### src/rtl/res_readout.sv
// res_readout: serial linear readout y = sum(Wout[i] * x[i]) over one
// accepted reservoir state vector, using a single shared MAC.
// Optional build macro RES_READOUT_SAT_EN: saturating accumulate instead of wrap.
module res_readout #(
  parameter int N     = 16,
  parameter int W     = 8,
  parameter int ACC_W = 16,
  parameter int AW    = 4
) (
  input  logic                    clk,
  input  logic                    rst,
  input  logic [N*W-1:0]          xstate,
  input  logic                    xstate_valid,
  output logic                    xstate_ready,
  input  logic                    wr_en,
  input  logic [AW-1:0]           wr_addr,
  input  logic [W-1:0]            wr_data,
  output logic signed [ACC_W-1:0] y,
  output logic                    y_valid,
  output logic                    busy
);

  typedef enum logic [1:0] {IDLE, MAC, DONE} state_t;

  state_t                  state, state_nxt;
  logic [N*W-1:0]          xsnap;
  logic signed [W-1:0]     wreg [N];
  logic signed [ACC_W-1:0] acc, acc_sum, prod_ext;
  logic signed [W-1:0]     w_cur, x_cur;
  logic signed [2*W-1:0]   prod;
  logic [AW-1:0]           idx;
  logic                    accept, last;

  assign w_cur    = wreg[idx];
  assign x_cur    = xsnap[idx*W +: W];
  assign prod     = w_cur * x_cur;
  assign prod_ext = ACC_W'(prod);
  assign last     = (idx == AW'(N-1));

`ifdef RES_READOUT_SAT_EN
  // Widen by one bit to detect overflow, then clamp to the signed range.
  logic signed [ACC_W:0] sum_w;
  assign sum_w = {acc[ACC_W-1], acc} + {prod_ext[ACC_W-1], prod_ext};
  always_comb begin
    acc_sum = sum_w[ACC_W-1:0];
    if (sum_w[ACC_W] != sum_w[ACC_W-1])
      acc_sum = sum_w[ACC_W] ? {1'b1, {(ACC_W-1){1'b0}}} : {1'b0, {(ACC_W-1){1'b1}}};
  end
`else
  assign acc_sum = acc + prod_ext;
`endif

  // State register.
  always_ff @(posedge clk or posedge rst) begin
    if (rst) state <= IDLE;
    else     state <= state_nxt;
  end

  // Next-state logic and handshake outputs.
  always_comb begin
    state_nxt    = state;
    xstate_ready = 1'b0;
    accept       = 1'b0;
    case (state)
      IDLE: begin
        xstate_ready = 1'b1;
        accept       = xstate_valid;
        if (xstate_valid) state_nxt = MAC;
      end
      MAC:     if (last) state_nxt = DONE;
      DONE:    state_nxt = IDLE;
      default: state_nxt = IDLE;
    endcase
  end

  assign busy = !xstate_ready;

  // Datapath: snapshot on accept, one MAC per cycle, publish result in DONE.
  always_ff @(posedge clk or posedge rst) begin
    if (rst) begin
      xsnap   <= '0;
      acc     <= '0;
      idx     <= '0;
      y       <= '0;
      y_valid <= 1'b0;
    end else begin
      y_valid <= 1'b0;
      if (accept) begin
        xsnap <= xstate;
        acc   <= '0;
        idx   <= '0;
      end else if (state == MAC) begin
        acc <= acc_sum;
        idx <= last ? '0 : idx + 1'b1;
      end else if (state == DONE) begin
        y       <= acc;
        y_valid <= 1'b1;
      end
    end
  end

  // Weight register file; writes land in any state, out-of-range addresses dropped.
  always_ff @(posedge clk or posedge rst) begin
    if (rst) begin
      for (int i = 0; i < N; i++) wreg[i] <= '0;
    end else if (wr_en && (int'(wr_addr) < N)) begin
      wreg[wr_addr] <= wr_data;
    end
  end

endmodule

### config.mk
export PLATFORM = sky130hd
export DESIGN_NAME = res_readout
export DESIGN_NICKNAME = d
export VERILOG_FILES = /design/src/rtl/res_readout.sv
export SDC_FILE = /design/constraint.sdc
export NUM_CORES = 1
export LEC_CHECK = 0
export CORE_ASPECT_RATIO = 0.8
export CORE_MARGIN = 2
export CORE_UTILIZATION = 31
export DETAILED_ROUTE_END_ITERATION = 12
export PLACE_DENSITY = 0.57
export SLEW_MARGIN = 20
export SYNTH_ARGS = -nofsm -noshare
export SYNTH_HDL_FRONTEND = slang
export SYNTH_SLANG_ARGS = --single-unit
export TNS_END_PERCENT = 10
### constraint.sdc
create_clock -name clk -period 11.8 [get_ports clk]
set_input_delay 2.95 -clock clk [delete_from_list [all_inputs] [get_ports clk]]
set_output_delay 2.95 -clock clk [all_outputs]
set_load 0.02 [all_outputs]
==> results.toml <==
[place]
hpwl_um = 28200
place_congestion = 0.822
port-buffer-count = 162
placed_cells = 2164
placed_cell_area_sq_um = 18200

[setup_path]
max_stage_delay_ns = 0.77
start_kind = "register"
crit_top_cell = "fa_1"
cp_top_family = "adder cells"
critPathCaptureType = "register"
crit_type = "reg2reg"
crit_chain = "buf_4 -> mux4_2 -> mux4_2 -> and2_1 -> inv_1 -> fa_1 -> inv_1 -> fa_1 -> fa_1 -> fa_1 -> fa_1 -> ha_1 -> o21ai_0 -> o21ai_0 -> a21oi_1 -> o21ai_0 -> mux2i_1 -> o21ai_0"
cp_num_buf_inv = 3
arrival_ns = 7.64
crit_slowest_cell = "buf_4"
crit_required_ns = 12.24
path_max_fanout = 44

[synthesis]
synth-edff-count = 0
yosysWarnings = 0
syn_inst = 1381
syn-cell-area_sq_um = 15900
synth-main-ff-cell = "dfrtp_1"
ys_ff_latch = 295
yosysSeqAreaShare_pct = 46.3
synth_area_per_cell_sq_um = 11.5
synth.distinct_cells = 44
async_flop_share_pct = 100
synth_fp_nets = 1634

[sta]
finalCritPeriodShare_pct = 61.0
slew_viol_final = 0
setup_tns_ns = 0
fmax_mhz = 139
min_period_ns = 7.20
rsz0062_at_grt = "false"
worst_pin_slew_ns = 1.09
max-slew-margin-rel_pct = 27.0
hold_violations = 0
setup_viol = 0
finClkSkew_ns = 0.0589

[detailed_routing]
post_drt_wl_per_cell_um = 18.0
ant_nets = 0
firstDrtPassIters = 5
vias = 10500
wl_um = 39900
drc = 0
drt_iter0_markers = 649
routed_via_density = 4.73

[grt]
antenna_found_initial = 1
track_usage_pct = 15.4
overflow = 0
grt_pass1_wl_um = 64000
grt_pass1_vias = 11100
grt_max_degree = 176

[clock_tree]
clock_latency_ns = 0.61
cts_sinks = 295
cts_tree = "yes"
cts_hold_buffers = 0
cts_setup_buffers = 0
htreeDepth = 1
numCtsBuffers = 30
clk_pin_slew_ns = 0.06
max-clock-path-buffers = 3
root_buffer = "clkbuf_16"
post_cts_resized = 0

[layout]
drive_gt1_share_pct = 18.8
final_area_sq_um = 19300
area_growth_pct = 21.1
ff_latch_area_sq_um = 7390
multi_input_area_sq_um = 7940
finalNonFillerCells = 2220
nets = 1765
fin_util_pct = 37.9
diodes = 0
n_fill_cell = 5020

[floorplanning]
chipWidth_um = 258
die_area_sq_um = 53300
ioPinCount = 163
rows = 74
start_util_pct = 31.3
core-area_sq_um = 50900
die_h_um = 207

[flow_run]
maxCapViolCount = 0

[min_path]
hold_path_class = "reg2reg"

[status]
status = "complete, no violations"
-- worst min-delay path, stage by stage (launching register included) --
cell	delay, ns
dfrtp_1	0.34
nand2_1	0.05
nand2_1	0.05
-- final timing paths --
kind	startpoint	end	slack [ns]	cells past startpoint
worst max-delay path	idx[0]	acc[13]	4.60	18
worst min-delay path	xsnap[75]	xsnap[75]	0.47	2
worst max register to register	idx[0]	acc[13]	4.60	18
worst min register to register	xsnap[75]	xsnap[75]	0.47	2
max in group asynchronous	rst	idx[0]	7.24	3
min in group asynchronous	rst	xsnap[55]	2.91	2
-- flip-flops by register name, summed over array words and instances, names as in the netlist --
name	flops
acc	16
idx	4
state	2
wreg	128
xsnap	128
y	16
y_valid	1
-- layer usage --
metal  GRT usage [%]  share of wire [%]  vias to the layer above  wire [um]
li1                -                  -                     4842          -
met1            22.2                 48                     5400      19000
met2            24.6                 46                      207      18300
met3            2.80                5.0                       48       1980
met4            2.89                1.6                        0        635
met5               0                  0                        -          0
-- synth_stat cells (all sizes together), types with 5 or more instances --
cell type  number  area share, %
fa             71            8.9
mux4           79             11
xnor2          15           0.82
inv            82            1.9
nand3          12           0.38
a21oi           7           0.22
nand2         440             10
o31ai           5           0.24
and2           36            1.4
clkbuf         57            1.3
dfrtp         295             46
o21a            5           0.24
ha             38            3.0
buf            14           0.75
mux2          138            9.7
nor3            6           0.22
o21ai          31            1.0
nor2           18           0.42
-- per-stage QoR --
step | hold WS, ns | worst slack (ns)
after floorplan | 0.440 | 0.703
after global placement | 0.454 | 4.56
final | 0.468 | 4.60
after global routing | 0.485 | 3.99
after detailed placement | 0.457 | 4.50
after CTS | 0.473 | 4.48
-- final cells by class --
class                           instances  area share (%)
Multi-Input combinational cell        933            41.1
Sequential cell                       295            38.2
Timing Repair Buffer                  170            8.77
Clock buffer                           41            4.51
Tap cell                              684            4.43
Inverter                               82            1.63
Clock inverter                         15            1.33
-- cell families (layout without fill, tap and decap cells) --
group	Yosys count	count (layout)	share of synthesized area (%)
and+or+nand+nor	528	528	13.6
DFF	295	295	46.3
muxes	219	219	21.0
adders and majority gates	109	109	11.9
AOI/OAI and AO/OA	60	60	2.27
buffers and inverters	153	308	4.02
xor gates and xnor gates	17	17	0.934
-- layout by cell type (no fill, tap or decap), types with 8 or more instances in the layout --
cell type        Yosys  layout
nand2_1            440     439
dfrtp_1            295     293
clkdlybuf4s50_1      0     162
mux2_2             138     138
inv_1               82      81
mux4_2              79      79
fa_1                71      71
ha_1                38      38
and2_1              35      34
o21ai_0             30      30
clkbuf_16            0      30
nor2_1              18      18
xnor2_1             15      15
nand3_1             12      12
clkbuf_8             0       8
Power is left out: the tool's default activity adds up to more than one toggle a clock period on the data nets, which glitch-free logic cannot reach.
